### src/rtl/lsu_pkg.sv
// -----------------------------------------------------------------------------
// lsu_pkg
// Shared definitions for the load/store unit controller:
//   - access size encodings SZ_B / SZ_H / SZ_W / SZ_RSV
//   - FSM state enumeration (IDLE, RD, WR, RESP)
//   - helper functions for access byte count and natural alignment
// -----------------------------------------------------------------------------
package lsu_pkg;

    localparam logic [1:0] SZ_B   = 2'd0;
    localparam logic [1:0] SZ_H   = 2'd1;
    localparam logic [1:0] SZ_W   = 2'd2;
    localparam logic [1:0] SZ_RSV = 2'd3;

    typedef enum logic [1:0] {
        IDLE = 2'd0,
        RD   = 2'd1,
        WR   = 2'd2,
        RESP = 2'd3
    } lsu_state_e;

    // Number of bytes touched by an access of the given size (0 for reserved).
    function automatic logic [2:0] size_bytes(input logic [1:0] size);
        logic [2:0] n;
        case (size)
            SZ_B:    n = 3'd1;
            SZ_H:    n = 3'd2;
            SZ_W:    n = 3'd4;
            default: n = 3'd0;
        endcase
        return n;
    endfunction

    // Clear the low address bits down to the natural alignment of the size.
    function automatic logic [31:0] align_addr(input logic [31:0] addr,
                                               input logic [1:0]  size);
        logic [31:0] a;
        a = addr;
        case (size)
            SZ_H:    a[0]   = 1'b0;
            SZ_W:    a[1:0] = 2'b00;
            default: a      = addr;
        endcase
        return a;
    endfunction

endpackage

### src/rtl/lsu_ctrl_if.sv
// -----------------------------------------------------------------------------
// lsu_ctrl_if
// Bundles the pipeline request/response handshake and the data-memory port of
// the load/store unit.
//   slave  modport : seen by lsu_ctrl
//   master modport : seen by the pipeline / memory environment
// Request : req_valid, req_ready, req_we, req_size, req_unsigned, req_addr,
//           req_wdata
// Response: resp_valid, resp_ready, resp_rdata, resp_err
// Memory  : dm_addr, dm_w_data, dm_w, dm_r, dm_r_data (combinational read)
// -----------------------------------------------------------------------------
interface lsu_ctrl_if;

    logic        req_valid;
    logic        req_ready;
    logic        req_we;
    logic [1:0]  req_size;
    logic        req_unsigned;
    logic [31:0] req_addr;
    logic [31:0] req_wdata;

    logic        resp_valid;
    logic        resp_ready;
    logic [31:0] resp_rdata;
    logic        resp_err;

    logic [31:0] dm_addr;
    logic [31:0] dm_w_data;
    logic        dm_w;
    logic        dm_r;
    logic [31:0] dm_r_data;

    modport slave (
        input  req_valid, req_we, req_size, req_unsigned, req_addr, req_wdata,
        input  resp_ready, dm_r_data,
        output req_ready, resp_valid, resp_rdata, resp_err,
        output dm_addr, dm_w_data, dm_w, dm_r
    );

    modport master (
        output req_valid, req_we, req_size, req_unsigned, req_addr, req_wdata,
        output resp_ready, dm_r_data,
        input  req_ready, resp_valid, resp_rdata, resp_err,
        input  dm_addr, dm_w_data, dm_w, dm_r
    );

endinterface

### src/rtl/lsu_align.sv
// -----------------------------------------------------------------------------
// lsu_align
// Combinational lane steering for the load/store unit.
//   i_word      : word read from data memory
//   i_byte_off  : address bits [1:0] (already naturally aligned for the size)
//   i_size      : access size (lsu_pkg SZ_*)
//   i_unsigned  : zero-extend loads when 1, sign-extend when 0
//   i_wdata     : right-justified store data
//   o_load_data : selected lane, extended to 32 bits
//   o_merged    : i_word with the addressed lane(s) replaced by store data
// -----------------------------------------------------------------------------
module lsu_align
    import lsu_pkg::*;
(
    input  logic [31:0] i_word,
    input  logic [1:0]  i_byte_off,
    input  logic [1:0]  i_size,
    input  logic        i_unsigned,
    input  logic [31:0] i_wdata,
    output logic [31:0] o_load_data,
    output logic [31:0] o_merged
);

    logic [7:0]  w_byte;
    logic [15:0] w_half;

    // Select the addressed byte / halfword lane and extend it to a full word.
    always_comb begin
        w_byte      = i_word[{i_byte_off, 3'b000} +: 8];
        w_half      = i_byte_off[1] ? i_word[31:16] : i_word[15:0];
        o_load_data = i_word;
        case (i_size)
            SZ_B: begin
                if (i_unsigned) begin
                    o_load_data = {24'd0, w_byte};
                end else begin
                    o_load_data = {{24{w_byte[7]}}, w_byte};
                end
            end
            SZ_H: begin
                if (i_unsigned) begin
                    o_load_data = {16'd0, w_half};
                end else begin
                    o_load_data = {{16{w_half[15]}}, w_half};
                end
            end
            default: o_load_data = i_word;
        endcase
    end

    // Overwrite only the addressed lane(s); untouched lanes keep memory data.
    always_comb begin
        o_merged = i_word;
        case (i_size)
            SZ_B: o_merged[{i_byte_off, 3'b000} +: 8] = i_wdata[7:0];
            SZ_H: begin
                if (i_byte_off[1]) begin
                    o_merged[31:16] = i_wdata[15:0];
                end else begin
                    o_merged[15:0]  = i_wdata[15:0];
                end
            end
            default: o_merged = i_wdata;
        endcase
    end

endmodule

### src/rtl/lsu_ctrl.sv
// -----------------------------------------------------------------------------
// lsu_ctrl
// Load/store unit controller between a pipeline request/response handshake and
// a single-port data memory with combinational read data.
//   clk   : single clock, rising-edge
//   rst_n : asynchronous active-low reset
//   bus   : lsu_ctrl_if.slave (request, response and data-memory signals)
// Parameter MEM_BYTES: data-memory size in bytes, used for range checking.
//
// Flow: IDLE accepts a request. Errors go straight to RESP. Loads and
// sub-word stores read in RD; sub-word stores then write the merged word in
// WR; word stores go straight to WR. RESP holds until resp_ready.
//
// Build option LSU_MISALIGN_TRAP_EN: when defined, misaligned half/word
// accesses return resp_err without touching memory. When undefined, the low
// address bits are cleared to natural alignment and no error is raised.
// All outputs are registered, decoded from the next state.
// -----------------------------------------------------------------------------
module lsu_ctrl
    import lsu_pkg::*;
#(
    parameter int unsigned MEM_BYTES = 128
) (
    input  logic       clk,
    input  logic       rst_n,
    lsu_ctrl_if.slave  bus
);

    localparam logic [32:0] LP_MEM_LIMIT = 33'(MEM_BYTES);

    lsu_state_e  r_state;
    lsu_state_e  w_state_nxt;

    // Latched request fields
    logic        r_we;
    logic [1:0]  r_size;
    logic        r_unsigned;
    logic [1:0]  r_byte_off;
    logic [31:0] r_wdata;

    // Registered outputs and their next values
    logic        r_req_ready,  w_req_ready_nxt;
    logic        r_resp_valid, w_resp_valid_nxt;
    logic [31:0] r_resp_rdata, w_resp_rdata_nxt;
    logic        r_resp_err,   w_resp_err_nxt;
    logic        r_dm_r,       w_dm_r_nxt;
    logic        r_dm_w,       w_dm_w_nxt;
    logic [31:0] r_dm_addr,    w_dm_addr_nxt;
    logic [31:0] r_dm_w_data,  w_dm_w_data_nxt;

    logic        w_accept;
    logic [31:0] w_eff_addr;
    logic [32:0] w_end_addr;
    logic        w_range_err;
    logic        w_misalign;
    logic        w_req_err;
    logic        w_needs_read;
    logic [31:0] w_load_data;
    logic [31:0] w_merged;

    assign w_accept   = (r_state == IDLE) && bus.req_valid && r_req_ready;
    assign w_eff_addr = align_addr(bus.req_addr, bus.req_size);

    // 33-bit sum so that addresses near 2^32 cannot wrap into range.
    assign w_end_addr  = {1'b0, w_eff_addr} + {30'd0, size_bytes(bus.req_size)};
    assign w_range_err = (w_end_addr > LP_MEM_LIMIT);

`ifdef LSU_MISALIGN_TRAP_EN
    assign w_misalign = ((bus.req_size == SZ_H) && bus.req_addr[0]) ||
                        ((bus.req_size == SZ_W) && (bus.req_addr[1:0] != 2'b00));
`else
    assign w_misalign = 1'b0;
`endif

    assign w_req_err    = w_range_err || w_misalign || (bus.req_size == SZ_RSV);
    // Loads and sub-word stores need the current memory word first.
    assign w_needs_read = !bus.req_we || (bus.req_size != SZ_W);

    lsu_align u_align (
        .i_word      (bus.dm_r_data),
        .i_byte_off  (r_byte_off),
        .i_size      (r_size),
        .i_unsigned  (r_unsigned),
        .i_wdata     (r_wdata),
        .o_load_data (w_load_data),
        .o_merged    (w_merged)
    );

    // Next-state and next-output decode; outputs are zero unless set.
    always_comb begin
        w_state_nxt      = r_state;
        w_req_ready_nxt  = 1'b0;
        w_resp_valid_nxt = 1'b0;
        w_resp_rdata_nxt = 32'd0;
        w_resp_err_nxt   = 1'b0;
        w_dm_r_nxt       = 1'b0;
        w_dm_w_nxt       = 1'b0;
        w_dm_addr_nxt    = 32'd0;
        w_dm_w_data_nxt  = 32'd0;
        case (r_state)
            IDLE: begin
                if (w_accept) begin
                    if (w_req_err) begin
                        w_state_nxt      = RESP;
                        w_resp_valid_nxt = 1'b1;
                        w_resp_err_nxt   = 1'b1;
                    end else if (w_needs_read) begin
                        w_state_nxt   = RD;
                        w_dm_r_nxt    = 1'b1;
                        w_dm_addr_nxt = {w_eff_addr[31:2], 2'b00};
                    end else begin
                        w_state_nxt     = WR;
                        w_dm_w_nxt      = 1'b1;
                        w_dm_addr_nxt   = {w_eff_addr[31:2], 2'b00};
                        w_dm_w_data_nxt = bus.req_wdata;
                    end
                end else begin
                    w_req_ready_nxt = 1'b1;
                end
            end
            RD: begin
                if (r_we) begin
                    w_state_nxt     = WR;
                    w_dm_w_nxt      = 1'b1;
                    w_dm_addr_nxt   = r_dm_addr;
                    w_dm_w_data_nxt = w_merged;
                end else begin
                    w_state_nxt      = RESP;
                    w_resp_valid_nxt = 1'b1;
                    w_resp_rdata_nxt = w_load_data;
                end
            end
            WR: begin
                w_state_nxt      = RESP;
                w_resp_valid_nxt = 1'b1;
            end
            RESP: begin
                if (bus.resp_ready) begin
                    w_state_nxt     = IDLE;
                    w_req_ready_nxt = 1'b1;
                end else begin
                    w_resp_valid_nxt = 1'b1;
                    w_resp_rdata_nxt = r_resp_rdata;
                    w_resp_err_nxt   = r_resp_err;
                end
            end
            default: begin
                w_state_nxt     = IDLE;
                w_req_ready_nxt = 1'b1;
            end
        endcase
    end

    // FSM state register.
    always_ff @(posedge clk or negedge rst_n) begin
        if (!rst_n) begin
            r_state <= IDLE;
        end else begin
            r_state <= w_state_nxt;
        end
    end

    // Output registers; reset drops strobes and the response immediately.
    always_ff @(posedge clk or negedge rst_n) begin
        if (!rst_n) begin
            r_req_ready  <= 1'b1;
            r_resp_valid <= 1'b0;
            r_resp_rdata <= 32'd0;
            r_resp_err   <= 1'b0;
            r_dm_r       <= 1'b0;
            r_dm_w       <= 1'b0;
            r_dm_addr    <= 32'd0;
            r_dm_w_data  <= 32'd0;
        end else begin
            r_req_ready  <= w_req_ready_nxt;
            r_resp_valid <= w_resp_valid_nxt;
            r_resp_rdata <= w_resp_rdata_nxt;
            r_resp_err   <= w_resp_err_nxt;
            r_dm_r       <= w_dm_r_nxt;
            r_dm_w       <= w_dm_w_nxt;
            r_dm_addr    <= w_dm_addr_nxt;
            r_dm_w_data  <= w_dm_w_data_nxt;
        end
    end

    // Capture the request fields on acceptance; they stay valid until IDLE.
    always_ff @(posedge clk or negedge rst_n) begin
        if (!rst_n) begin
            r_we       <= 1'b0;
            r_size     <= SZ_B;
            r_unsigned <= 1'b0;
            r_byte_off <= 2'b00;
            r_wdata    <= 32'd0;
        end else if (w_accept) begin
            r_we       <= bus.req_we;
            r_size     <= bus.req_size;
            r_unsigned <= bus.req_unsigned;
            r_byte_off <= w_eff_addr[1:0];
            r_wdata    <= bus.req_wdata;
        end else begin
            r_we       <= r_we;
            r_size     <= r_size;
            r_unsigned <= r_unsigned;
            r_byte_off <= r_byte_off;
            r_wdata    <= r_wdata;
        end
    end

    assign bus.req_ready  = r_req_ready;
    assign bus.resp_valid = r_resp_valid;
    assign bus.resp_rdata = r_resp_rdata;
    assign bus.resp_err   = r_resp_err;
    assign bus.dm_r       = r_dm_r;
    assign bus.dm_w       = r_dm_w;
    assign bus.dm_addr    = r_dm_addr;
    assign bus.dm_w_data  = r_dm_w_data;

endmodule
### src/flat_wrapper.sv
// flat-port wrapper written by rule: the top's interface ports become plain ports
module lsu_ctrl_flat import lsu_pkg::*;
#(
    parameter int unsigned MEM_BYTES = 128
)
  (clk, rst_n, bus_req_valid, bus_req_we, bus_req_size, bus_req_unsigned, bus_req_addr, bus_req_wdata, bus_resp_ready, bus_dm_r_data, bus_req_ready, bus_resp_valid, bus_resp_rdata, bus_resp_err, bus_dm_addr, bus_dm_w_data, bus_dm_w, bus_dm_r);
  lsu_ctrl_if bus_i ();
  input  logic clk;
  input  logic rst_n;
  input wire logic [$bits(bus_i.req_valid)-1:0] bus_req_valid;
  input wire logic [$bits(bus_i.req_we)-1:0] bus_req_we;
  input wire logic [$bits(bus_i.req_size)-1:0] bus_req_size;
  input wire logic [$bits(bus_i.req_unsigned)-1:0] bus_req_unsigned;
  input wire logic [$bits(bus_i.req_addr)-1:0] bus_req_addr;
  input wire logic [$bits(bus_i.req_wdata)-1:0] bus_req_wdata;
  input wire logic [$bits(bus_i.resp_ready)-1:0] bus_resp_ready;
  input wire logic [$bits(bus_i.dm_r_data)-1:0] bus_dm_r_data;
  output wire logic [$bits(bus_i.req_ready)-1:0] bus_req_ready;
  output wire logic [$bits(bus_i.resp_valid)-1:0] bus_resp_valid;
  output wire logic [$bits(bus_i.resp_rdata)-1:0] bus_resp_rdata;
  output wire logic [$bits(bus_i.resp_err)-1:0] bus_resp_err;
  output wire logic [$bits(bus_i.dm_addr)-1:0] bus_dm_addr;
  output wire logic [$bits(bus_i.dm_w_data)-1:0] bus_dm_w_data;
  output wire logic [$bits(bus_i.dm_w)-1:0] bus_dm_w;
  output wire logic [$bits(bus_i.dm_r)-1:0] bus_dm_r;
  assign bus_i.req_valid = bus_req_valid;
  assign bus_i.req_we = bus_req_we;
  assign bus_i.req_size = bus_req_size;
  assign bus_i.req_unsigned = bus_req_unsigned;
  assign bus_i.req_addr = bus_req_addr;
  assign bus_i.req_wdata = bus_req_wdata;
  assign bus_i.resp_ready = bus_resp_ready;
  assign bus_i.dm_r_data = bus_dm_r_data;
  assign bus_req_ready = bus_i.req_ready;
  assign bus_resp_valid = bus_i.resp_valid;
  assign bus_resp_rdata = bus_i.resp_rdata;
  assign bus_resp_err = bus_i.resp_err;
  assign bus_dm_addr = bus_i.dm_addr;
  assign bus_dm_w_data = bus_i.dm_w_data;
  assign bus_dm_w = bus_i.dm_w;
  assign bus_dm_r = bus_i.dm_r;
  lsu_ctrl #(.MEM_BYTES(MEM_BYTES)) u_core (.clk(clk), .rst_n(rst_n), .bus(bus_i));
endmodule
### config.mk
export PLATFORM = sky130hd
export DESIGN_NAME = lsu_ctrl_flat
export DESIGN_NICKNAME = d
export VERILOG_FILES = /design/src/rtl/lsu_pkg.sv /design/src/rtl/lsu_ctrl_if.sv /design/src/rtl/lsu_align.sv /design/src/rtl/lsu_ctrl.sv /design/src/flat_wrapper.sv
export SDC_FILE = /design/constraint.sdc
export NUM_CORES = 1
export LEC_CHECK = 0
export CORE_MARGIN = 2
export CORE_UTILIZATION = 40
export DETAILED_ROUTE_END_ITERATION = 8
export GPL_ROUTABILITY_DRIVEN = 1
export PLACE_DENSITY = 0.76
export SETUP_SLACK_MARGIN = 0.05
export SKIP_CTS_REPAIR_TIMING = 1
export SYNTH_ARGS = -nofsm -noshare
export SYNTH_HDL_FRONTEND = slang
export SYNTH_SLANG_ARGS = --single-unit
### constraint.sdc
create_clock -name clk -period 3.5 [get_ports clk]
set_input_delay 0.35 -clock clk [delete_from_list [all_inputs] [get_ports clk]]
set_output_delay 0.35 -clock clk [all_outputs]
set_load 0.02 [all_outputs]
==> results of run 1 <==
==> synth_stat cells (17+ instances only) <==
cell,n
a21oi_1,35
a221oi_1,22
a22o_1,17
and2_1,17
and3_1,25
clkbuf_1,50
dfrtp_1,138
inv_1,24
mux2i_1,19
nand2_1,178
nand2b_1,22
nor2_1,24
nor2b_1,17
o21ai_0,78
o21ai_1,31
==> sequential cells by signal, indices dropped and copies added, names as in the netlist <==
signal and count:
u_core.bus.dm_addr 30, u_core.bus.dm_r 1, u_core.bus.dm_w 1, u_core.bus.dm_w_data 32
u_core.bus.req_ready 1, u_core.bus.resp_err 1, u_core.bus.resp_rdata 32, u_core.bus.resp_valid 1
u_core.r_byte_off 2, u_core.r_size 2, u_core.r_state 2, u_core.r_unsigned 1
u_core.r_wdata 32, u_core.r_we 1
==> cell type report <==
cell class                      instances  area [um^2]
Tap cell                              265        331.6
Clock buffer                           18        439.2
Clock inverter                         14        183.9
Inverter                               27        101.3
Multi-Input combinational cell        662         4130
Sequential cell                       139         3483
Fill cell                            1740         8297
Timing Repair Buffer                  251         2432
==> cell families (layout without fill, tap and decap cells) <==
family,Yosys count,count (layout),share of synthesized area [%]
other cells,1,2,0.04773
fa+ha+maj,17,17,2.803
compound gates,269,269,21.91
flops,139,139,44.29
mux,28,28,4.714
buf+inv,85,310,4.220
xor+xnor,4,4,0.4460
simple gates,342,342,21.56
==> worst paths after layout <==
kind                                             end  slack, ns  cells after the start
setup / recovery                   u_core.r_state[1]       0.09                     14
hold / removal             u_core.bus.resp_rdata[14]      -0.06                      1
setup reg to reg            u_core.bus.dm_w_data[27]       0.53                      8
hold reg to reg                   u_core.r_wdata[30]       0.47                      2
max in group asynchronous   u_core.bus.dm_w_data[27]       2.79                      2
min in group clk                   u_core.r_unsigned       0.45                      3
==> report_power, final <==
part	internal, uW	switching [uW]	leakage [uW]
clock	1160	753	0.000304
combinational	1360	1800	0.00265
sequential	2010	456	0.00186
total	4530	3010	0.00481
==> metrics by stage <==
step / hold slack, ns / utilization (%) / instances
CTS: -0.008693 / 56.73 / 1374
global placement: 0.4403 / 53.52 / 1342
detailed placement: 0.4470 / 53.52 / 1342
floorplan: 0.05441 / - / 886
global route: 0.01319 / 57.23 / 1376
finish: -0.05636 / 57.23 / 1376
==> worst register-to-register path, stage by stage (launching register included) <==
cell and delay [ns]:
dfrtp_1 0.71, inv_1 0.32, ha_1 0.41, nor4_1 0.38
buf_4 0.23, a221oi_1 0.08, a211oi_1 0.53, o21ai_0 0.16
o21ai_1 0.09
==> metal layers <==
| metal | wire length [um] | up-vias |
|---|---|---|
| li1 | - | 3629 |
| met2 | 11730 | 417 |
| met1 | 11310 | 3772 |
| met4 | 572 | 0 |
| met3 | 2418 | 52 |
| met5 | 0 | - |
==> impl_metrics.yaml, run 1 <==
global_routing:
  grtUsageTotal_pct: 25.04
  grtUsageMet2_pct: 37.62
  grt-ovfl-total: 0
  grt_max_degree: 84
  grt_use_met1_pct: 35.99
  grt_pass1_vias: 7387
  grt_pass1_wl_um: 40130
  grt-busiest-layer: "met2"
  antenna_found_initial: 0
  grtUsageMet3_pct: 5.530
finish:
  diodes: 0
  final_common_cell: "clkdlybuf4s50_1"
  syn2layout_area_growth_pct: 41.31
  design_area_um2: 11100
  mostFrequentLayoutCells: "clkdlybuf4s50_1 (201), nand2_1 (178), dfrtp_1 (135), o21ai_0 (76), buf_4 (45)"
  drive_gt1_share_pct: 10.80
  nNetsFinal: 1219
synthesis:
  ys_ff_latch: 139
  synth.avg_cell_area_um2: 8.877
  netlist_area_um2: 7856
  synth_cell_type_count: 69
  ys_warn_count: 0
  yosysTopAreaCellShare_pct: 43.96
  synth_edf_count: 0
  syn_inst: 885
  synth_seq_area_share_pct: 44.29
  synth_area_leader_cell: "dfrtp_1"
  synth_ff_type: "dfrtp_1"
  yosys-top-cells-area: "dfrtp_1 (44%), nand2_1 (8.5%), o21ai_0 (5.0%)"
  ys_async_sr_fraction_pct: 100.0
critical_path:
  path_cells: "clkdlybuf4s50_1 > inv_1 > ha_1 > nor2b_2 > ha_2 > fa_2 > a21o_1 > nand4_1 > a2111oi_2 > a31oi_1 > buf_4 > nor3b_1 > nand4_2 > o31a_1"
  cp_max_fo: 4
  cpMaxStageDelayCell: "clkdlybuf4s50_1"
  r2r-start: "u_core.r_byte_off[0]"
  critPathLaunchType: "primary input"
  worstPathArrival_ns: 3.71
  required_ns: 3.81
  startpoint: "bus_req_size[0]"
  slowest_delay_ns: 0.50
  critical-path-top-delay-family: "compound AO/OA/AOI/OAI gates"
  path_buf_inv: 3
  cp-end-kind: "flop"
  crit_type: "in2reg"
power:
  leakagePower_uw: 0.004812
  ir_drop_mv: 0.4514
  power.total_uw: 7540
  p_per_area_nw_per_um2: 679.1
run_status:
  status: "complete, but fails checks"
  violations: "negative hold slack"
clocking:
  clk_pin_slew_worst_paths_ns: 0.06
  clockRootBuffer: "clkbuf_16"
  numCtsBuffers: 17
  clockBufferDepth: 2
  cts.sinks: 139
  cts_max_level: 4
  cts_tree: "built"
  clk_latency_ns: 0.43
timing:
  fin_skew_ns: 0.01084
  drv_slew: 0
  fin_crit_sh_pct: 97.31
  fin_setup_tns_ns: 0
  hold_viol: 29
  setup_viol: 0
  tightest_slew_ns: 0.7681
  finalCriticalPeriod_ns: 3.406
  max_freq_mhz: 293.6
  relSlewSlack_pct: 48.79
  worst_slack_ns: 0.09406
  hold_ws_ns: -0.05636
floorplan:
  fp.dieW_um: 144.1
  num_rows: 51
  die_h_um: 144.1
  initial_core_util_pct: 40.50
  ioPinCount: 205
  fp.dieArea_um2: 20780
  coreArea_um2: 19400
placement:
  hpwl_um: 18750
  pre_cts_ws_ns: -0.4351
  dpl-instance-area_um2: 10380
  place.gp.congestion: 0.9235
  portBuffers: 202
route:
  ant_nets: 0
  vias: 7870
  drc: 0
  drt_iter0_markers: 793
  wl_per_cell_um: 18.92
  vias_per_cell: 5.719
  dr.pass1.iters: 6
  wl_um: 26030
worst_hold_path:
  hold_path.class: "in2async"
job:
  cap_violations: 0
(Power assumes the default switching activity.)
==> inputs of run 2 (changes only) <==
--- a/config.mk
+++ b/config.mk
@@ -5,7 +5,7 @@
 export SDC_FILE = /design/constraint.sdc
 export NUM_CORES = 1
 export LEC_CHECK = 0
-export CORE_MARGIN = 2
+export CORE_MARGIN = 10
 export CORE_UTILIZATION = 40
 export DETAILED_ROUTE_END_ITERATION = 8
 export GPL_ROUTABILITY_DRIVEN = 1
==> run 2 against run 1 <==
The flow still finishes with violations (negative hold slack). Sequential power is 2% higher. Register-to-register slack worse by 0.04 ns. Utilization is 0.50 points higher. Sequential cell count stayed put. Critical endpoint is now u_core.bus.dm_w_data[19]. Via count is 0.46% higher. Highest routed layer unchanged. Combinational power hardly changed. Clock-buffer cell count is 4 higher. Critical path type unchanged.
==> impl_metrics.yaml, run 2 (synthesis gave the netlist of run 1 again) <==
floorplan:
  ioPinCount: 205
  fp.dieW_um: 160.1
  coreArea_um2: 19400
  fp.dieArea_um2: 25650
  die_h_um: 160.1
  num_rows: 51
  initial_core_util_pct: 40.50
clocking:
  clk_latency_ns: 0.43
  clk_pin_slew_worst_paths_ns: 0.06
  clockBufferDepth: 2
  numCtsBuffers: 17
  cts.sinks: 139
  cts_max_level: 4
  cts_tree: "built"
  clockRootBuffer: "clkbuf_16"
power:
  power.total_uw: 7513
  ir_drop_mv: 0.4436
  comb_power_share_pct: 41.8
  p_sw_uw: 3003
  p_seq_share_pct: 33.5
  p_per_area_nw_per_um2: 670.9
  leakagePower_uw: 0.004841
  internal_power_uw: 4510
  swShare_pct: 39.97
  clkPwrFrac_pct: 24.7
route:
  vias: 7906
  wl_per_cell_um: 20.53
  dr.pass1.iters: 5
  wl_um: 28270
  vias_per_cell: 5.741
  drt_iter0_markers: 854
  drc: 0
  ant_nets: 0
critical_path:
  required_ns: 3.86
  crit_type: "in2reg"
  cp_max_fo: 8
  worstPathArrival_ns: 3.74
  critPathLaunchType: "primary input"
  cp-end-kind: "flop"
placement:
  portBuffers: 202
  place.gp.congestion: 0.9472
  hpwl_um: 20190
  pre_cts_ws_ns: -0.3409
timing:
  rsz0062_at_grt: "no"
  relSlewSlack_pct: 44.26
  tightest_slew_ns: 0.8361
  hold_viol: 23
  setup_viol: 0
  fin_skew_ns: 0.01077
  drv_slew: 0
  hold_ws_ns: -0.05118
  worst_slack_ns: 0.1224
  fin_crit_sh_pct: 96.50
  max_freq_mhz: 296.1
  finalCriticalPeriod_ns: 3.378
global_routing:
  grt_pass1_wl_um: 42920
  grt_pass1_vias: 7594
  grt_max_degree: 88
  antenna_found_initial: 1
  grtUsageTotal_pct: 20.66
  grt-ovfl-total: 0
finish:
  drive_gt1_share_pct: 11.16
  final_common_cell: "clkdlybuf4s50_1"
  syn2layout_area_growth_pct: 42.54
  mostFrequentLayoutCells: "clkdlybuf4s50_1 (200), nand2_1 (178), dfrtp_1 (135), o21ai_0 (77), buf_4 (43)"
  nNetsFinal: 1219
job:
  cap_violations: 0
run_status:
  status: "complete, but fails checks"
  violations: "negative hold slack"
worst_hold_path:
  hold_path.class: "in2async"
run 2: cell count changes in the layout (fill, tap and decap cells not counted), moves of 2 or more:
cell,before,now
clkbuf_16,17,20
clkbuf_1,0,3
buf_4,45,43
inv_6,5,0
o21ai_2,0,7
clkinvlp_4,1,5
o21ai_1,33,25
clkinv_4,3,1
run 2: final timing paths:
check	slack [ns]	to	cells after the start	start
worst max-delay path	0.12	u_core.bus.dm_w_data[19]	14	bus_req_size[1]
worst min-delay path	-0.05	u_core.bus.resp_rdata[8]	1	rst_n
worst max register to register	0.49	u_core.bus.dm_w_data[18]	9	u_core.r_byte_off[0]
worst min register to register	0.46	u_core.r_wdata[26]	2	u_core.r_wdata[26]
max in group asynchronous	2.77	u_core.r_size[1]	2	rst_n
min in group clk	0.40	u_core.r_size[0]	4	bus_req_size[0]
run 2: metal layers:
metal	vias up	share of wire, %	global-route usage [%]	routed length [um]
met5	-	0	0	0
met3	49	10	7.584	2854
met1	3857	42	26.60	11730
met2	373	47	31.69	13190
met4	0	1.7	6.260	483
li1	3627	-	-	-
run 2: through the flow:
| stage | instance area (um^2) | setup TNS [ns] | std cells | hold WS (ns) | utilization [%] |
|---|---|---|---|---|---|
| after global placement | 10320 | -6.900 | 1336 | 0.4496 | 53.22 |
| after CTS | 10930 | 0 | 1368 | 0.005114 | 56.34 |
| final | 11200 | 0 | 1377 | -0.05118 | 57.73 |
| after global routing | 11200 | 0 | 1377 | 0.01632 | 57.73 |
| after floorplan | 7860 | 0 | 886 | 0.05441 | - |
| after detailed placement | 10320 | -13.13 | 1336 | 0.4543 | 53.22 |
run 2: cell type report:
type | instances | area, um^2
Fill cell | 1729 | 8200
Multi-Input combinational cell | 662 | 4199
Sequential cell | 139 | 3483
Timing Repair Buffer | 251 | 2475
Clock buffer | 22 | 464.2
Tap cell | 265 | 331.6
Clock inverter | 10 | 141.4
Inverter | 27 | 101.3
Antenna cell | 1 | 2.502
run 2: worst max-delay path: stages:
cell	delay [ns]
clkdlybuf4s50_1	0.47
inv_1	0.08
ha_4	0.27
nor2b_2	0.04
ha_2	0.21
fa_2	0.40
buf_4	0.16
xor2_1	0.18
a2111oi_4	0.40
a31oi_4	0.16
nor4b_4	0.32
nand4_4	0.27
clkbuf_16	0.27
o21ai_1	0.14
run 2: power groups by stage:
stage                     Combinational (uW)  Sequential [uW]  Clock [uW]
after floorplan                         1840             2500           0
after detailed placement                3050             2530           0
after global placement                  3000             2510           0
final                                   3140             2520        1860
after CTS                               3080             2500        1870
after global routing                    3430             2580        1940
